## src/rtl/counter_ctrl.sv

```systemverilog
// Purpose : start/stop period counter with optional auto-reload and terminal-count pulse.
// Latency : count is 0 the edge after start and reaches P after P more edges; tc and done follow one edge later.
// Backpres: none; start is ignored while busy, stop aborts from any active state.
//
// Ports:
//   clk          single clock, all state changes on the rising edge
//   rst          asynchronous active-low reset
//   start        begin a sequence from IDLE or DONE (ignored in RUN/PAUSE)
//   stop         abort to IDLE from RUN, PAUSE or DONE; wins over everything else
//   pause        (only with COUNTER_CTRL_PAUSE_EN) freeze the count while in RUN
//   period       terminal value P, latched when a start is accepted
//   auto_reload  at the terminal edge: 1 restarts from 0, 0 stops in DONE
//   count        current count, never exceeds the latched period
//   busy         high in RUN or PAUSE
//   tc           one-cycle pulse after the terminal edge
//   done         high while in DONE
//
// Optional feature macro: COUNTER_CTRL_PAUSE_EN adds the pause port and PAUSE state.

module counter_ctrl #(
    parameter int WIDTH = 4
) (
    input  logic             clk,
    input  logic             rst,
    input  logic             start,
    input  logic             stop,
`ifdef COUNTER_CTRL_PAUSE_EN
    input  logic             pause,
`endif
    input  logic [WIDTH-1:0] period,
    input  logic             auto_reload,
    output logic [WIDTH-1:0] count,
    output logic             busy,
    output logic             tc,
    output logic             done
);

`ifdef COUNTER_CTRL_PAUSE_EN
    typedef enum logic [1:0] {IDLE, RUN, DONE, PAUSE} state_t;
`else
    typedef enum logic [1:0] {IDLE, RUN, DONE} state_t;
`endif

    localparam logic [WIDTH-1:0] ONE = WIDTH'(1);

    state_t           state;
    logic [WIDTH-1:0] period_q;

    always_ff @(posedge clk or negedge rst) begin
        if (!rst) begin
            state    <= IDLE;
            count    <= '0;
            period_q <= '0;
            busy     <= 1'b0;
            tc       <= 1'b0;
            done     <= 1'b0;
        end else begin
            // tc is a single-cycle pulse; only the terminal branch raises it
            tc <= 1'b0;
            case (state)
                IDLE: begin
                    if (start) begin
                        period_q <= period;
                        count    <= '0;
                        busy     <= 1'b1;
                        state    <= RUN;
                    end
                end

                RUN: begin
                    if (stop) begin
                        count <= '0;
                        busy  <= 1'b0;
                        state <= IDLE;
                    end else if (count == period_q) begin
                        // terminal count beats pause; auto_reload only matters here
                        tc <= 1'b1;
                        if (auto_reload) begin
                            count <= '0;
                        end else begin
                            busy  <= 1'b0;
                            done  <= 1'b1;
                            state <= DONE;
                        end
`ifdef COUNTER_CTRL_PAUSE_EN
                    end else if (pause) begin
                        state <= PAUSE;
`endif
                    end else begin
                        count <= count + ONE;
                    end
                end

`ifdef COUNTER_CTRL_PAUSE_EN
                PAUSE: begin
                    if (stop) begin
                        count <= '0;
                        busy  <= 1'b0;
                        state <= IDLE;
                    end else if (!pause) begin
                        // PAUSE is only entered below the terminal value, so the
                        // resume edge counts on; the sequence slips exactly by the
                        // number of cycles pause was high
                        count <= count + ONE;
                        state <= RUN;
                    end
                end
`endif

                DONE: begin
                    if (stop) begin
                        count <= '0;
                        done  <= 1'b0;
                        state <= IDLE;
                    end else if (start) begin
                        period_q <= period;
                        count    <= '0;
                        busy     <= 1'b1;
                        done     <= 1'b0;
                        state    <= RUN;
                    end
                end

                default: begin
                    count <= '0;
                    busy  <= 1'b0;
                    done  <= 1'b0;
                    state <= IDLE;
                end
            endcase
        end
    end

endmodule

```

## config.mk

```make
export PLATFORM = sky130hd
export DESIGN_NAME = counter_ctrl
export DESIGN_NICKNAME = d
export VERILOG_FILES = /design/src/rtl/counter_ctrl.sv
export SDC_FILE = /design/constraint.sdc
export NUM_CORES = 1
export LEC_CHECK = 0
export ABC_AREA = 1
export CORE_UTILIZATION = 44
export DETAILED_ROUTE_END_ITERATION = 10
export PLACE_DENSITY = 0.79
export SETUP_SLACK_MARGIN = 0.4
export SLEW_MARGIN = 20
export SYNTH_ARGS = -nofsm -noshare
export SYNTH_HDL_FRONTEND = slang
export SYNTH_SLANG_ARGS = --single-unit
```

## constraint.sdc

```tcl
create_clock -name clk -period 1.7 [get_ports clk]
set_clock_uncertainty 0.15 [all_clocks]
set_input_delay 0.17 -clock clk [delete_from_list [all_inputs] [get_ports clk]]
set_output_delay 0.17 -clock clk [all_outputs]
set_load 0.01 [all_outputs]
```

# Yosys cells after proc, flatten, opt, wreduce, memory -nomap -nowiden
# Index checks and enable logic that the tools add are counted.
[totals]
regBits = 13
output_inout_bits = 7
word_cells = 55
[classes]
addsub = 1
eq_ne = 11
n_mux = 30
bitwise_logic = 1
n_reduce_logical = 6
[ops]
columns = ["cell", "count"]
rows = [
  ["$mux 4", 7],
  ["$mux 1", 13],
  ["$pmux 4 s3", 1],
  ["$mux 2", 5],
  ["$ne 3x3->1 const B", 3],
  ["$ne 2x2->1 const B", 4],
  ["$pmux 4 s2", 1],
  ["$pmux 1 s3", 2],
  ["$pmux 2 s3", 1],
  ["$reduce_and 5->1", 1],
  ["$add 4x1->4 const B", 1],
  ["$eq 4x4->1", 1],
  ["$ne 4x4->1 const B", 1],
  ["$reduce_and 2->1", 2],
  ["$reduce_and 3->1", 1],
  ["$eq 2x1->1 const B", 1],
  ["$eq 2x2->1 const B", 1],
  ["$logic_not 2->1", 1],
  ["$reduce_bool 2->1", 1],
  ["$not 1->1", 1],
]

# Logic depth before layout (Yosys ltp)
# Gate-level depths: netlist of the first run.
[depth]
ltp_word = 4
mapped_depth = 9
mapped_depth_nobuf = 9

# Least setup slack after synthesis of the first run
# No wires, ideal clock.
[synth_path]
kind = "reg2reg"
start = "register count[1]"
end = "register busy"
t_arrival_ns = 1.091
required_time_ns = 1.431
setup_slack_ns = 0.339
path_stages_with_launch = 10
path_buffers = 0
synth_period_minus_slack_ns = 1.361
cell_sequence = "dfrtp_1 -> inv_1 -> nand2_1 -> nand2_1 -> nor2_4 -> nand2_4 -> nand2_2 -> nand3_2 -> nand2_1 -> nand2_1"
[synth_via]
elab_chain_len = 3
[synth_lines]
columns = ["item", "line", "text"]
rows = [
  ["start, declared", "32", "output logic [WIDTH-1:0] count,"],
  ["start signal, assigned", "90", "count <= count + ONE;"],
  ["$eq 4x4->1", "75", "end else if (count == period_q) begin"],
  ["$ne 3x3->1 (no source line)", "--", ""],
  ["$reduce_and 3->1 (no source line)", "--", ""],
  ["end signal, assigned", "65", "busy <= 1'b1;"],
  ["end signal, assigned", "73", "busy <= 1'b0;"],
  ["end signal, assigned", "81", "busy <= 1'b0;"],
  ["end, declared", "33", "output logic busy,"],
]
# Every way passes these cells.
# A chain may end at the register's enable or synchronous reset.

# Worst setup path after layout of the first run
[layout_path]
start = "register count[3]"
end = "register count[3]"
[layout_via]
elab_chain_len = 4
[layout_lines]
columns = ["item", "line", "text"]
rows = [
  ["$add 4x1->4 / $eq 4x4->1 (equally long branches)", "90, 75", ""],
  ["$mux 4", "75", ""],
  ["$mux 4", "71", "if (stop) begin"],
  ["$pmux 4 s3", "60", "case (state)"],
]
# Parallel ways exist; a longest one is shown, timed or not.

==> flow_metrics.env, run 1 <==
export IMPL_dr_wl_met2_mm=1.071
export IMPL_met1_length_um=773
export IMPL_placed_area_sq_um=929.6
export IMPL_dieArea_sq_mm=0.001866
export IMPL_synth_area_sq_um=747.0
export IMPL_post_route_util_pct=72.08
export IMPL_powerDensity_mw_per_mm2=1621
export IMPL_yosys_area_top_type="dfrtp_1"
export IMPL_via_per_inst=5.315
export IMPL_vias=760
export IMPL_cp_startpoint="count[3]"
export IMPL_worst_pin_slew_ns=0.3082
export IMPL_synth_cell_type_count=19
export IMPL_rows=14
export IMPL_io_buffers=15
export IMPL_rr_startpoint="count[3]"
export IMPL_fmax_mhz=686.1
export IMPL_grt_max_degree=9
export IMPL_r2r_end="count[3]"
export IMPL_cap_viol_max_count=0
export IMPL_power_leakage_nw=0.6149
export IMPL_worst_r2r_path_depth=9
export IMPL_hold_violations=0
export IMPL_setup_tns_ns=0
export IMPL_wl_met3_um=88
export IMPL_grt_pass1_vias=724
export IMPL_grt_pass1_wl_mm=3.146
export IMPL_synth_top_area_share_pct=43.55
export IMPL_layout_nets=138
export IMPL_stdcell_area_sq_mm=0.001111
export IMPL_worstHoldPathType="in2async"
export IMPL_synth_seq_cells=13
export IMPL_clk_pin_slew_worst_paths_ns=0.09
export IMPL_synth_edf_count=0
export IMPL_io_pins=16
export IMPL_critPathMaxFanout=7
export IMPL_antenna_found_initial=0
export IMPL_core_area_sq_mm=0.001541
export IMPL_overflow=0
export IMPL_initial_utilization_pct=48.46
export IMPL_antenna_left=0
export IMPL_endpoint_kind="register"
export IMPL_crit_end="count[3]"
export IMPL_drc=0
export IMPL_cts_htree_levels=1
export IMPL_grt_use_total_pct=23.21
export IMPL_r2r_slack_ns=0.24
export IMPL_p_total_mw=1.801
export IMPL_ys_top_cells_by_count="nand2_1 (33), inv_1 (14), dfrtp_1 (13)"
export IMPL_first_iter_violations=13
export IMPL_place_congestion=0.8529
export IMPL_route_top_layer_used="met4"
export IMPL_holdWs_ns=0.04948
export IMPL_outcome="finished clean"
export IMPL_setup_viol=0
export IMPL_instances_no_fill=143
export IMPL_dr_pass1_iters=4
export IMPL_layout_drive_gt1_share_pct=40.94
export IMPL_die_height_um=43.20
export IMPL_synth_ff_type="dfrtp_1"
export IMPL_synth_avg_cell_area_sq_um=7.701
export IMPL_cts_sinks=13
export IMPL_min_period_ns=1.458
export IMPL_synth_yosys_seq_area_share_pct=43.55
export IMPL_layout_setup_ws_ns=0.2424
export IMPL_yosysWarningCount=0
export IMPL_cp_arrival_ns=1.49
export IMPL_syn_instance_count=97
export IMPL_dpl_cell_count=129
export IMPL_cts_made_buffers=3
export IMPL_critical_path_class="reg2reg"
export IMPL_synth_area_top_cells="dfrtp_1 (44%), nand2_1 (17%), nand3_1 (7.4%)"
export IMPL_clk_latency_ns=0.28
export IMPL_async_reset_ff_share_pct=100.0
export IMPL_syn_to_final_growth_pct=48.74
export IMPL_min_period_over_period_pct=85.74
export IMPL_ir_drop_mv=0.9655
export IMPL_cts_buffer_depth=2
export IMPL_slew_headroom_pct=79.38
export IMPL_worstPathRequired_ns=1.73
export IMPL_start_kind="register"
export IMPL_synth_most_common_cell="nand2_1"
export IMPL_syn_num_nets=107
export IMPL_wl_per_cell_um=13.89
export IMPL_maxSlewViolCount=0
export IMPL_root_buffer="clkbuf_4"
export IMPL_insertedDiodeCount=0
export IMPL_die_w_um=43.20
export IMPL_cts_tree="yes"
export IMPL_dp_hpwl_mm=1.223
export IMPL_routed_wl_mm=1.986
export IMPL_rsz0062_at_grt="true"
export IMPL_place_ws_ns=0.1767
[placed cells by master, fill, tap and decap left out, types with 5 or more instances in the layout]
cell type / count
nand3_2: 5
buf_4: 8
o21ai_0: 5
nand2_2: 12
dlygate4sd2_1: 5
nand3_1: 7
clkdlybuf4s50_1: 7
dfrtp_1: 10
nand2_1: 22
inv_1: 11
[logic make-up after synthesis]
group	count (synthesis)	share of synthesized area, %
flip-flops	13	43.55
AO/OA/AOI/OAI	6	4.188
AND/OR/NAND/NOR	58	40.03
adder cells (fa/ha/maj)	1	1.675
XOR/XNOR	1	1.173
buffers and inverters	18	9.381
[timing repair]
action,CTS,global route
endpoints found under the hold margin,5,0
setup buffers,7,3
setup endpoints to repair,14,22
pin swaps,8,11
gates resized for setup,18,20
hold buffers,1,0
[report_power, final]
part | switching [mW] | internal [mW] | leakage [nW]
combinational | 0.646 | 0.454 | 0.437
clock | 0.110 | 0.0911 | 0.0150
sequential | 0.0735 | 0.427 | 0.163
total | 0.829 | 0.971 | 0.615
[final cells by class]
cell class / count / area, sq um
fill: 113 / 430.4
multi-input combinational: 66 / 421.7
sequential: 13 / 329.1
timing repair buffer: 26 / 235.2
inverter: 18 / 78.83
clock buffer: 4 / 26.28
tap: 16 / 20.02
[worst min path at each step]
stage                          from     endpoint  depth (start not counted)
final                           rst           tc                          1
after global routing            rst           tc                          1
after CTS                 period[0]  period_q[0]                          3
after detailed placement        rst         done                          1
after global placement          rst         done                          1
after floorplan                 rst         busy                          0
[flip-flops by register name (all words and copies together), names as in the netlist]
signal,count
done,1
state,2
count,4
tc,1
busy,1
period_q,4
[per-layer routing]
layer	up-vias	track usage, %
li1	361	-
met5	-	0
met1	365	27.17
met3	8	5.106
met4	0	13.94
met2	26	38.21
[worst max-delay path, cell delays in order (launching register included)]
cell     delay (ns)
dfrtp_1        0.39
buf_4          0.15
nand2_2        0.08
nand2_2        0.07
nor2_4         0.14
nand2_4        0.11
nand3_2        0.10
nand3_2        0.07
nand2_1        0.06
inv_1          0.04
Note: power is estimated with default switching activity, not from simulation.
==> run 2: changes to the inputs <==
CORE_UTILIZATION = 29   (was 44)
HOLD_SLACK_MARGIN = 0.12   (was unset)
PLACE_DENSITY = 0.59   (was 0.79)
==> flow_metrics.env, run 2 (same netlist as run 1, synthesis figures left out) <==
export IMPL_powerDensity_mw_per_mm2=1575
export IMPL_place_congestion=0.8312
export IMPL_slew_headroom_pct=83.94
export IMPL_rsz0062_at_grt="true"
export IMPL_io_buffers=15
export IMPL_syn_to_final_growth_pct=59.63
export IMPL_first_iter_violations=12
export IMPL_regArea_sq_um=327.8
export IMPL_insertedDiodeCount=0
export IMPL_final_cell_mix="nand2_1 (24), buf_4 (13), inv_1 (11), dfrtp_1 (11), nand2_2 (9)"
export IMPL_dpl_cell_count=143
export IMPL_cts_sinks=13
export IMPL_route_top_layer_used="met4"
export IMPL_grt_pass1_wl_mm=2.891
export IMPL_final_common_cell="nand2_1"
export IMPL_ir_drop_mv=0.7215
export IMPL_cts_buffer_depth=2
export IMPL_setup_tns_ns=0
export IMPL_grt_use_total_pct=14.31
export IMPL_routed_wl_mm=1.849
export IMPL_fmax_mhz=691.7
export IMPL_met1_length_um=824
export IMPL_cts_made_buffers=3
export IMPL_maxSlewViolCount=0
export IMPL_dr_pass1_iters=4
export IMPL_layout_drive_gt1_share_pct=41.79
export IMPL_start_kind="register"
export IMPL_root_buffer="clkbuf_4"
export IMPL_antenna_left=0
export IMPL_outcome="finished clean"
export IMPL_worst_r2r_path_depth=9
export IMPL_grt_pass1_vias=638
export IMPL_min_path_cells=3
export IMPL_min_period_over_period_pct=85.04
export IMPL_antenna_found_initial=0
export IMPL_rows=18
export IMPL_core_area_sq_mm=0.002455
export IMPL_grt_max_degree=14
export IMPL_worstPathRequired_ns=1.73
export IMPL_cts_htree_levels=1
export IMPL_clk_pin_slew_worst_paths_ns=0.08
export IMPL_die_w_um=52.75
export IMPL_cts_tree="yes"
export IMPL_setup_viol=0
export IMPL_reg_top3="count (4), period_q (4), state (2)"
export IMPL_dr_wl_met2_um=921
export IMPL_instances_no_fill=164
export IMPL_p_total_mw=1.878
export IMPL_cap_viol_max_count=0
export IMPL_power_leakage_nw=0.6464
export IMPL_layout_nets=145
export IMPL_holdWs_ns=0.3049
export IMPL_min_period_ns=1.446
export IMPL_wl_met3_um=66
export IMPL_cp_arrival_ns=1.47
export IMPL_io_pins=16
export IMPL_critical_path_class="reg2reg"
export IMPL_die_height_um=52.75
export IMPL_overflow=0
export IMPL_clk_latency_ns=0.28
export IMPL_dieArea_sq_mm=0.002783
export IMPL_via_per_inst=4.530
export IMPL_critPathMaxFanout=7
export IMPL_vias=743
export IMPL_drc=0
export IMPL_worst_pin_slew_ns=0.2391
export IMPL_dp_hpwl_mm=1.190
export IMPL_multi_input_area_sq_um=429.2
export IMPL_fill_cells=241
export IMPL_hold_violations=0
export IMPL_wl_per_cell_um=11.27
export IMPL_worstHoldPathType="in2reg"
export IMPL_initial_utilization_pct=30.43
export IMPL_endpoint_kind="register"
-- run 2: final timing paths --
path / from / end / slack, ns
worst min-delay path: period[0] / period_q[0] / 0.30
worst max-delay path: count[0] / done / 0.25
max in group asynchronous: rst / count[2] / 0.62
min in group asynchronous: rst / count[3] / 0.60
worst min register to register: busy / busy / 0.33
worst max register to register: count[0] / done / 0.25
-- run 2: layout make-up --
class | instances | share of cell area [%]
timing repair buffer | 33 | 24.55
inverter | 18 | 6.611
sequential | 13 | 27.49
tap | 30 | 3.148
clock buffer | 4 | 2.204
multi-input combinational | 66 | 35.99
-- run 2: what timing repair did --
action | CTS | global route
buffers inserted | 6 | 10
endpoints found under the hold margin | 13 | 0
pin swaps | 4 | 14
endpoints found under the setup margin | 14 | 18
hold buffers | 1 | 0
resized for setup | 14 | 28
-- run 2: stage by stage --
step           setup WS (ns)  cell area (sq um)  util (%)
6_report              0.2543               1192     48.57
5_1_grt               0.1652               1192     48.57
4_1_cts               0.1961               1049     42.71
3_5_place_dp          0.1914              947.2     38.58
3_3_place_gp          0.2341              947.2     38.58
2_1_floorplan         0.3719              752.0         -
-- run 2: metal layers --
layer | GRT usage, % | vias to the layer above
met3 | 2.609 | 4
met1 | 19.82 | 345
met2 | 21.94 | 14
met5 | 0 | -
li1 | - | 380
met4 | 5.263 | 0
-- run 2: where the power goes --
part	internal, mW	total, mW	switching, mW
combinational	0.535	1.17	0.639
clock	0.0912	0.196	0.105
sequential	0.426	0.509	0.0825
total	1.05	1.88	0.826
-- run 2: critical path, cell delays in order, from the launching register on --
cell and delay [ns]:
dfrtp_1 0.40, buf_6 0.14, nand2_4 0.06, nand2_4 0.05, nor2_4 0.16, nand2_4 0.11, nand2_1 0.08, nand4_1 0.07
nand2_1 0.07, nand2_1 0.04
==> run 3: changes to the inputs <==
CORE_MARGIN = 10   (was unset)
==> flow_metrics.env, run 3 (same netlist as run 1, synthesis figures left out) <==
export IMPL_p_total_mw=1.648
export IMPL_r2r_slack_ns=0.34
export IMPL_power_leakage_nw=0.5557
export IMPL_p_clk_share_pct=11.5
export IMPL_cts_made_buffers=3
export IMPL_holdWs_ns=0.3138
export IMPL_die_w_um=70.75
export IMPL_outcome="finished clean"
export IMPL_initial_utilization_pct=30.15
export IMPL_setup_viol=0
export IMPL_maxSlewViolCount=0
export IMPL_clk_pin_slew_worst_paths_ns=0.08
export IMPL_cts_buffer_depth=2
export IMPL_vias=691
export IMPL_overflow=0
export IMPL_min_period_over_period_pct=79.96
export IMPL_pwr_share_comb_pct=57.1
export IMPL_dpl_cell_count=143
export IMPL_insertedDiodeCount=0
export IMPL_regArea_sq_um=327.8
export IMPL_worstHoldPathType="in2reg"
export IMPL_die_height_um=70.75
export IMPL_final_cell_mix="nand2_1 (26), inv_1 (11), dfrtp_1 (11)"
export IMPL_rsz0062_at_grt="true"
export IMPL_powerDensity_mw_per_mm2=1563
export IMPL_fmax_mhz=735.7
export IMPL_r2r_end="busy"
export IMPL_final_common_cell="nand2_1"
export IMPL_worst_pin_slew_ns=0.2739
export IMPL_ir_drop_mv=0.6757
export IMPL_stdcell_area_sq_mm=0.001055
export IMPL_io_pins=16
export IMPL_p_seq_share_pct=31.4
export IMPL_cts_sinks=13
export IMPL_cap_viol_max_count=0
export IMPL_worst_r2r_path_depth=9
export IMPL_rows=18
export IMPL_layout_nets=136
export IMPL_cts_tree="yes"
export IMPL_dp_hpwl_mm=1.316
export IMPL_min_period_ns=1.359
export IMPL_dieArea_sq_mm=0.005006
export IMPL_grt_pass1_vias=720
export IMPL_cp_arrival_ns=1.37
export IMPL_first_iter_violations=25
export IMPL_slew_headroom_pct=81.60
export IMPL_fill_cells=273
export IMPL_worstPathRequired_ns=1.71
export IMPL_instances_no_fill=155
export IMPL_dr_pass1_iters=4
export IMPL_antenna_found_initial=0
export IMPL_endpoint_kind="register"
export IMPL_antenna_left=0
export IMPL_reg_top3="count (4), period_q (4), state (2)"
export IMPL_grt_pass1_wl_mm=3.118
export IMPL_clk_latency_ns=0.27
export IMPL_placed_area_sq_um=947.2
export IMPL_power_switching_share_pct=43.80
export IMPL_syn_to_final_growth_pct=41.21
export IMPL_p_int_mw=0.9262
export IMPL_layout_drive_gt1_share_pct=33.60
export IMPL_p_switching_mw=0.7219
export IMPL_critical_path_class="reg2reg"
export IMPL_via_per_inst=4.458
export IMPL_setup_tns_ns=0
export IMPL_core_area_sq_mm=0.002477
export IMPL_drc=0
export IMPL_wl_per_cell_um=11.59
export IMPL_place_congestion=0.8211
export IMPL_hold_violations=0
export IMPL_critPathMaxFanout=7
export IMPL_root_buffer="clkbuf_4"
export IMPL_cts_htree_levels=1
export IMPL_grt_use_total_pct=7.599
export IMPL_crit_end="busy"
export IMPL_io_buffers=15
export IMPL_routed_wl_mm=1.796
export IMPL_cp_startpoint="count[1]"
export IMPL_grt_max_degree=14
export IMPL_rr_startpoint="count[1]"
export IMPL_start_kind="register"
export IMPL_multi_input_area_sq_um=381.6
## run 3: changes by cell type in the layout (fill, tap and decap cells not counted), moves of 3 or more
cell     delta
nand2_4     -3
nand3_1     +3
nand3_2     -3
buf_4       -6
buf_6       -4
## run 3: timing repair
item,CTS,global route
resized for setup,16,12
hold endpoints to repair,13,0
pin swaps,7,2
setup buffers,6,1
setup endpoints to repair,14,17
hold buffers,1,0
## run 3: power by group through the flow
stage / clock network, mW / logic (mW) / registers [mW]
2_1_floorplan: 0 / 0.535 / 0.537
3_3_place_gp: 0 / 0.781 / 0.527
3_5_place_dp: 0 / 0.785 / 0.531
4_1_cts: 0.204 / 0.914 / 0.516
5_1_grt: 0.226 / 1.05 / 0.534
6_report: 0.189 / 0.941 / 0.518
## run 3: cell type report
class	count	area share [%]
tap	30	3.559
timing repair buffer	24	20.05
multi-input combinational	66	36.18
inverter	18	6.643
sequential	13	31.08
clock buffer	4	2.491
## run 3: per-layer routing
metal | share of wire [%] | vias up | track usage [%]
li1 | - | 356 | -
met1 | 44 | 314 | 8.010
met2 | 48 | 19 | 12.46
met3 | 7.0 | 2 | 3.905
met4 | 1.7 | 0 | 3.226
met5 | 0 | - | 0
## run 3: worst min-delay path by stage
stage / startpoint / endpoint / depth (start not counted) / slack (ns)
final: period[2] / period_q[2] / 3 / 0.31
after global routing: period[0] / period_q[0] / 3 / 0.32
after CTS: period[1] / period_q[1] / 3 / 0.31
after detailed placement: busy / busy / 2 / 0.31
after global placement: busy / busy / 2 / 0.31
after floorplan: rst / busy / 0 / -0.28
## run 3: worst max-delay path: stages (launching register included)
cell and delay (ns):
dfrtp_2 0.41, inv_2 0.05, nand2_2 0.06, nand2_2 0.06
nor2_4 0.16, nand2_4 0.11, nand2_4 0.09, nand3_2 0.06
nand2_1 0.05, nand2_1 0.04
## run 3: metrics by stage
| stage | setup slack, ns | util [%] |
|---|---|---|
| floorplan | 0.3719 | - |
| global placement | 0.2382 | 38.23 |
| detailed placement | 0.1948 | 38.23 |
| CTS | 0.3497 | 42.53 |
| global route | 0.2526 | 42.58 |
| finish | 0.3407 | 42.58 |
